==> src/rtl/vga_time_overlay_pkg.sv <==
// ============================================================================
// Module   : vga_time_overlay_pkg
// Purpose  : Shared colours, glyph geometry and helpers for the time overlay.
// Revision : 1.0 - initial release
// ============================================================================
`default_nettype none

package vga_time_overlay_pkg;

    typedef logic [11:0] rgb_t;

    localparam rgb_t BLACK  = 12'h000;
    localparam rgb_t WHITE  = 12'hFFF;
    localparam rgb_t RED    = 12'hF00;
    localparam rgb_t ORANGE = 12'hF80;

    localparam int GLYPH_W        = 16;
    localparam int GLYPH_H        = 16;
    localparam int DIGITS_PER_ROW = 6;

    // Digits are laid out in pairs; each pair is shifted by 40 px to leave room for a colon.
    function automatic int digit_x_offset(input int d, input int pitch);
        if (d < 2)      return d * pitch;
        else if (d < 4) return 40 + (d - 2) * pitch;
        else            return 80 + (d - 4) * pitch;
    endfunction

    function automatic int sel_width(input int n);
        return (n > 1) ? $clog2(n) : 1;
    endfunction

endpackage

`default_nettype wire

==> src/rtl/digit_display.sv <==
// ============================================================================
// Module   : digit_display
// Purpose  : 16x16 seven-segment style glyph lookup for one BCD digit.
// Revision : 1.0 - initial release
// ============================================================================
`default_nettype none

module digit_display (
    input  logic [3:0] digit,
    input  logic [3:0] col,
    input  logic [3:0] row,
    output logic       pixel_on
);

    logic [6:0] w_seg;  // {a,b,c,d,e,f,g}
    logic w_mid_col, w_left, w_right, w_top, w_bot, w_upper, w_lower, w_mid_row;

    always_comb begin
        w_seg = 7'b0000000;
        case (digit)
            4'd0: w_seg = 7'b1111110;
            4'd1: w_seg = 7'b0110000;
            4'd2: w_seg = 7'b1101101;
            4'd3: w_seg = 7'b1111001;
            4'd4: w_seg = 7'b0110011;
            4'd5: w_seg = 7'b1011011;
            4'd6: w_seg = 7'b1011111;
            4'd7: w_seg = 7'b1110000;
            4'd8: w_seg = 7'b1111111;
            4'd9: w_seg = 7'b1111011;
            default: w_seg = 7'b0000000;
        endcase
    end

    assign w_mid_col = (col >= 4'd2) && (col <= 4'd13);
    assign w_left    = (col <= 4'd1);
    assign w_right   = (col >= 4'd14);
    assign w_top     = (row <= 4'd1);
    assign w_bot     = (row >= 4'd14);
    assign w_upper   = (row >= 4'd1) && (row <= 4'd7);
    assign w_lower   = (row >= 4'd8) && (row <= 4'd14);
    assign w_mid_row = (row == 4'd7) || (row == 4'd8);

    assign pixel_on = (w_seg[6] & w_top   & w_mid_col)
                    | (w_seg[5] & w_right & w_upper)
                    | (w_seg[4] & w_right & w_lower)
                    | (w_seg[3] & w_bot   & w_mid_col)
                    | (w_seg[2] & w_left  & w_lower)
                    | (w_seg[1] & w_left  & w_upper)
                    | (w_seg[0] & w_mid_row & w_mid_col);

endmodule

`default_nettype wire

==> src/rtl/vga_time_overlay_blink_timer.sv <==
// ============================================================================
// Module   : blink_timer
// Purpose  : Frame-start detector plus frame counter driving a blink phase.
// Revision : 1.0 - initial release
// ============================================================================
`default_nettype none

module blink_timer #(
    parameter int BLINK_FRAMES = 30
) (
    input  logic       clk,
    input  logic       reset,
    input  logic [9:0] pix_x,
    input  logic [9:0] pix_y,
    input  logic       restart,
    output logic       frame_tick,
    output logic       blink_phase
);

    localparam int CNT_W = (BLINK_FRAMES > 1) ? $clog2(BLINK_FRAMES) : 1;
    localparam logic [CNT_W-1:0] CNT_LAST = CNT_W'(BLINK_FRAMES - 1);

    logic             origin_q, origin_d;
    logic             tick_q, tick_d;
    logic             phase_q, phase_d;
    logic [CNT_W-1:0] cnt_q, cnt_d;

    always_comb begin
        origin_d = (pix_x == 10'd0) && (pix_y == 10'd0);
        // Origin may be held for several clocks when the pixel enable is slower than clk.
        tick_d   = origin_d && !origin_q;
        cnt_d    = cnt_q;
        phase_d  = phase_q;
        if (restart) begin
            cnt_d   = '0;
            phase_d = 1'b0;
        end else if (tick_d) begin
            if (cnt_q == CNT_LAST) begin
                cnt_d   = '0;
                phase_d = !phase_q;
            end else begin
                cnt_d = cnt_q + 1'b1;
            end
        end
    end

    always_ff @(posedge clk or posedge reset) begin
        if (reset) begin
            origin_q <= 1'b1;
            tick_q   <= 1'b0;
            phase_q  <= 1'b0;
            cnt_q    <= '0;
        end else begin
            origin_q <= origin_d;
            tick_q   <= tick_d;
            phase_q  <= phase_d;
            cnt_q    <= cnt_d;
        end
    end

    assign frame_tick  = tick_q;
    // Masked during a restart so the clock that restarts the blink already renders visible.
    assign blink_phase = phase_q && !restart;

endmodule

`default_nettype wire

==> src/rtl/vga_time_overlay.sv <==
// ============================================================================
// Module   : vga_time_overlay
// Purpose  : Renders N_ROWS of HH:MM:SS over a background, registered RGB out.
// Revision : 1.0 - initial release
// ============================================================================
`default_nettype none

module vga_time_overlay
    import vga_time_overlay_pkg::*;
#(
    parameter int   N_ROWS       = 2,
    parameter int   X0           = 270,
    parameter int   Y0           = 232,
    parameter int   ROW_PITCH    = 30,
    parameter int   DIGIT_PITCH  = 20,
    parameter int   BLINK_FRAMES = 30,
    parameter rgb_t FG_COLOR     = BLACK,
    parameter rgb_t EDIT_COLOR   = RED,
    parameter rgb_t BG_COLOR     = WHITE,
    parameter rgb_t ALARM_BG     = ORANGE
) (
    input  logic                           clk,
    input  logic                           reset,
    input  logic                           video_on,
    input  logic [9:0]                     pix_x,
    input  logic [9:0]                     pix_y,
    input  logic [24*N_ROWS-1:0]           row_digits,
    input  logic                           edit_mode,
    input  logic [sel_width(N_ROWS)-1:0]   edit_row,
    input  logic [2:0]                     edit_digit,
    input  logic                           alarm_ring,
    output logic                           frame_tick,
    output logic [11:0]                    rgb
);

    localparam int ER_W = sel_width(N_ROWS);
    localparam int N_CELLS = N_ROWS * DIGITS_PER_ROW;

    localparam logic [11:0] COLON1_L = 12'(X0 + 37);
    localparam logic [11:0] COLON1_R = 12'(X0 + 38);
    localparam logic [11:0] COLON2_L = 12'(X0 + 77);
    localparam logic [11:0] COLON2_R = 12'(X0 + 78);

    logic               edit_q, edit_d;
    logic               alarm_q, alarm_d;
    rgb_t               rgb_q, rgb_d;
    logic               w_restart;
    logic               w_blink_phase;
    logic [11:0]        w_px, w_py;
    logic               w_colon_x;
    logic [N_CELLS-1:0] w_glyph_hit;
    logic [N_ROWS-1:0]  w_colon_hit;

    assign w_px      = {2'b00, pix_x};
    assign w_py      = {2'b00, pix_y};
    assign w_colon_x = ((w_px >= COLON1_L) && (w_px <= COLON1_R))
                    || ((w_px >= COLON2_L) && (w_px <= COLON2_R));

    assign w_restart = (edit_mode && !edit_q) || (alarm_ring && !alarm_q);

    blink_timer #(
        .BLINK_FRAMES (BLINK_FRAMES)
    ) u_blink_timer (
        .clk         (clk),
        .reset       (reset),
        .pix_x       (pix_x),
        .pix_y       (pix_y),
        .restart     (w_restart),
        .frame_tick  (frame_tick),
        .blink_phase (w_blink_phase)
    );

    for (genvar r = 0; r < N_ROWS; r++) begin : g_row
        localparam logic [11:0] TOP = 12'(Y0 + r * ROW_PITCH);

        assign w_colon_hit[r] = w_colon_x
            && (((w_py >= TOP + 12'd5)  && (w_py <= TOP + 12'd6))
             || ((w_py >= TOP + 12'd11) && (w_py <= TOP + 12'd12)));

        for (genvar d = 0; d < DIGITS_PER_ROW; d++) begin : g_digit
            localparam logic [11:0] LEFT = 12'(X0 + digit_x_offset(d, DIGIT_PITCH));

            logic [11:0] w_dx, w_dy;
            logic        w_in_cell, w_pixel_on, w_suppress;

            assign w_dx = w_px - LEFT;
            assign w_dy = w_py - TOP;
            assign w_in_cell = (w_px >= LEFT) && (w_dx < 12'(GLYPH_W))
                            && (w_py >= TOP)  && (w_dy < 12'(GLYPH_H));

            digit_display u_digit (
                .digit    (row_digits[24*r + 23 - 4*d -: 4]),
                .col      (w_dx[3:0]),
                .row      (w_dy[3:0]),
                .pixel_on (w_pixel_on)
            );

            assign w_suppress = edit_mode && w_blink_phase
                             && (edit_row == ER_W'(r)) && (edit_digit == 3'(d));

            assign w_glyph_hit[r*DIGITS_PER_ROW + d] = w_in_cell && w_pixel_on && !w_suppress;
        end
    end

    always_comb begin
        edit_d  = edit_mode;
        alarm_d = alarm_ring;
        rgb_d   = BG_COLOR;
        if (!video_on) begin
            rgb_d = BLACK;
        end else if ((|w_glyph_hit) || (|w_colon_hit)) begin
            rgb_d = edit_mode ? EDIT_COLOR : FG_COLOR;
        end else if (alarm_ring && w_blink_phase) begin
            rgb_d = ALARM_BG;
        end
    end

    always_ff @(posedge clk or posedge reset) begin
        if (reset) begin
            edit_q  <= 1'b0;
            alarm_q <= 1'b0;
            rgb_q   <= BLACK;
        end else begin
            edit_q  <= edit_d;
            alarm_q <= alarm_d;
            rgb_q   <= rgb_d;
        end
    end

    assign rgb = rgb_q;

endmodule

`default_nettype wire

==> config.mk <==
export PLATFORM = sky130hd
export DESIGN_NAME = vga_time_overlay
export DESIGN_NICKNAME = d
export VERILOG_FILES = /design/src/rtl/vga_time_overlay_pkg.sv /design/src/rtl/digit_display.sv /design/src/rtl/vga_time_overlay_blink_timer.sv /design/src/rtl/vga_time_overlay.sv
export SDC_FILE = /design/constraint.sdc
export NUM_CORES = 1
export LEC_CHECK = 0
export ABC_CLOCK_PERIOD_IN_PS = 1800
export BUFFER_PORTS_ARGS = -buffer_cell sky130_fd_sc_hd__buf_2
export CORE_UTILIZATION = 53
export DETAILED_ROUTE_END_ITERATION = 6
export GPL_ROUTABILITY_DRIVEN = 0
export GPL_TIMING_DRIVEN = 0
export PLACE_DENSITY = 0.8
export SETUP_SLACK_MARGIN = 0.5
export SYNTH_ARGS = -nofsm -noshare
export SYNTH_HDL_FRONTEND = slang
export SYNTH_SLANG_ARGS = --single-unit
export TNS_END_PERCENT = 1
==> constraint.sdc <==
create_clock -name clk -period 1.8 [get_ports clk]
set_clock_uncertainty 0.05 [all_clocks]
set_input_delay 0.18 -clock clk [delete_from_list [all_inputs] [get_ports clk]]
set_output_delay 0.18 -clock clk [all_outputs]
set_load 0.005 [all_outputs]
==> run metrics <==
status finished, violations left; failing checks DRC, setup timing; critical path type in -> reg; CTS tree yes; Post-Layout Inst Area 0.00586 mm²; Worst-path clk slew ~0.050 ns; die width ~98 µm; DR vias/cell around 6.4; Syn Area/Cell between 7 and 8 µm²; P_sw between 800 and 900 µW; number of buffers created by CTS 3; die area approximately 0.0095 mm²; Setup WS post-layout -0.750 ns; met1 Use GR 0.390; synth unique cells between 70 and 80; vias in the first global route about 5400; unrepaired setup endpoints after global routing true; setup tns final -3.21 ns; Initial Util 0.551; final core utilization 0.665; synthesis-stage register bit count 13; Cell Rows 34; Static Leak approximately 2.6 nW; CTS sink count 13; Syn. warnings 0; Port Buffers 79; Max VDD drop 0.188 mV; max-cap violations 0; Seq/Total Area, Yosys 0.0673; antenna-violating nets left 0; # DRC 14; part of the power in registers 0.172; Worst setup SP type input pin; Synthesized Nets ~860; WL/cell ~17 µm; fin nets roughly 950; Root Driver clkbuf_8; total power between 1.5 and 2 mW; Cell Pwr Density approximately 300 mW/mm²; H-Tree Depth 1; Core Box Area 0.00881 mm²; M3 GR Usage 0.0288; Period minus WS final ~2.5 ns; Rel. slew slack 0.546; Setup violations, final 9; hold crit path type in -> reg; via count roughly 5700; Comb pwr share 0.679; CP max FO 10; Slew @ Worst Pin roughly 0.68 ns; grt met2 use 0.534; Post-DP HPWL ~12 mm; chip height 97.7 µm; antenna violations before repair 0; endpoints failing hold 0; All-Layer GR Usage 0.310; Sw Ratio 0.471; clk buf depth 2; Post-synth EDFFs 0; placed instance area around 0.0055 mm²; share of total power in the clock network 0.149; Tcrit/Tclk final 1.42; DRT iter0 DRCs 470; Max Slew Vio Count 0; Critical Path RT 1.92 ns; FFs w/ async S/R, synth 1.00; achievable frequency about 400 MHz; Primary FF master, synth dfrtp_1; first-pass GRT wire length roughly 25 mm; Congestion Overflow GR 0; CP Capture Type flip-flop; critical path arrival 2.67 ns; layout cells sized above 1 0.212; later-pin clock latency in the skew report 0.25 ns; mapped cell area around 0.005 mm²; largest net degree at the start of global routing 14; drt total wl 15.2 mm; worst slack, placed -1.26 ns; synthesized instance count about 690; IO Count 90; GRT busiest layer met2; antenna cell count 0; Area growth syn-to-layout 20.6%; Internal 931 µW; drt pass-1 iters 7
[power groups by stage]
stage          clock network (mW)  registers [mW]  logic [mW]
2_1_floorplan                   0           0.308       0.702
3_3_place_gp                    0           0.308        1.02
3_5_place_dp                    0           0.308        1.06
4_1_cts                     0.266           0.303        1.14
5_1_grt                     0.279           0.304        1.30
6_report                    0.261           0.303        1.20
[synth_stat cells, types with 13 or more instances]
cell,instances,area (µm²)
a211oi_1,13,97.6
a21oi_1,55,275
a31oi_1,15,93.8
clkbuf_1,26,97.6
ha_1,86,1080
inv_1,65,244
nand2_1,41,154
nand2b_1,26,163
nand3_1,18,90.1
nor2_1,54,203
nor3_1,17,85.1
o21ai_0,43,215
[through the flow]
step | cells | hold WS [ns]
after floorplan | 693 | 0.00624
after global placement | 880 | 0.155
after detailed placement | 880 | 0.162
after CTS | 891 | 0.0143
after global routing | 891 | 0.0136
final | 891 | 0.0182
[cells by family after synthesis]
logic type | after synthesis | synth area share
buffers and inverters | 107 | 0.0902
DFF | 13 | 0.0673
xor gates and xnor gates | 16 | 0.0304
adders and majority gates | 86 | 0.222
AOI/OAI and AO/OA | 237 | 0.330
and+or+nand+nor | 225 | 0.242
muxes | 9 | 0.0188
[routing by layer]
layer | part of all wire | wire length [µm]
met5 | 0 | 0
met4 | 0.041 | 618
met3 | 0.082 | 1250
met2 | 0.46 | 7020
met1 | 0.41 | 6310
[worst paths after layout]
kind	start	endpoint	slack (ns)	cells past startpoint
min in group asynchronous	reset	u_blink_timer.phase_q	0.43	3
worst min register to register	u_blink_timer.phase_q	u_blink_timer.phase_q	0.52	2
worst min-delay path	alarm_ring	alarm_q	0.02	1
worst max register to register	alarm_q	rgb[6]	-0.49	8
max in group asynchronous	reset	u_blink_timer.origin_q	0.92	3
worst max-delay path	pix_y[1]	rgb[10]	-0.75	12
[cell usage in the layout, fill, tap and decap left out, types with 5 or more instances in the layout]
cell type	netlist	layout
o221ai_1	6	6
a31oi_1	15	14
and3_1	5	5
nor3_2	1	5
a211oi_1	13	13
a21oi_1	55	53
nor2b_1	12	11
nor3_1	17	13
nand2_1	41	41
clkbuf_8	0	6
a21o_1	11	11
ha_1	86	83
nand4_1	6	6
mux2i_1	8	7
xnor2_1	9	8
dfrtp_1	12	12
a22oi_1	6	5
o211ai_1	8	8
inv_1	65	62
o22ai_1	12	11
nand2b_1	26	24
clkbuf_1	26	13
nand3_1	18	17
xor2_1	6	5
o21ai_0	43	41
nor2_1	54	53
nor3b_1	6	6
buf_2	2	77
buf_4	9	17
or2_2	7	7
nor4_1	8	6
[state kept, by name, indices dropped and copies added, names as in the netlist]
signal	cells
u_blink_timer.frame_tick	1
u_blink_timer.phase_q	1
edit_q	1
u_blink_timer.origin_q	1
alarm_q	1
rgb	3
u_blink_timer.cnt_q	5
[worst max-delay path, cell delays in order]
cell       delay (ns)
buf_12           0.11
clkbuf_16        0.15
inv_8            0.04
ha_4             0.29
nand2b_1         0.20
a211oi_1         0.09
a221o_1          0.28
a222oi_1         0.44
a2111oi_1        0.10
a31o_1           0.21
a2111o_1         0.44
o21ai_1          0.14
[layout make-up]
class                           instances  area [µm²]
Multi-Input combinational cell        573        4310
Fill cell                             766        2950
Timing Repair Buffer                   86         478
Sequential cell                        13         327
Buffer                                 42         300
Inverter                               65         262
Tap cell                              108         135
Clock buffer                            3        41.3
Clock inverter                          1        5.00
[repair_timing]
item	in CTS	in global routing
hold endpoints to repair	12	0
cloned	0	0
pin swaps	14	1
hold buffers	1	0
resized for setup	53	20
buffers inserted	6	0
setup endpoints to repair	11	11
Note: power is estimated with default switching activity, not from simulation.
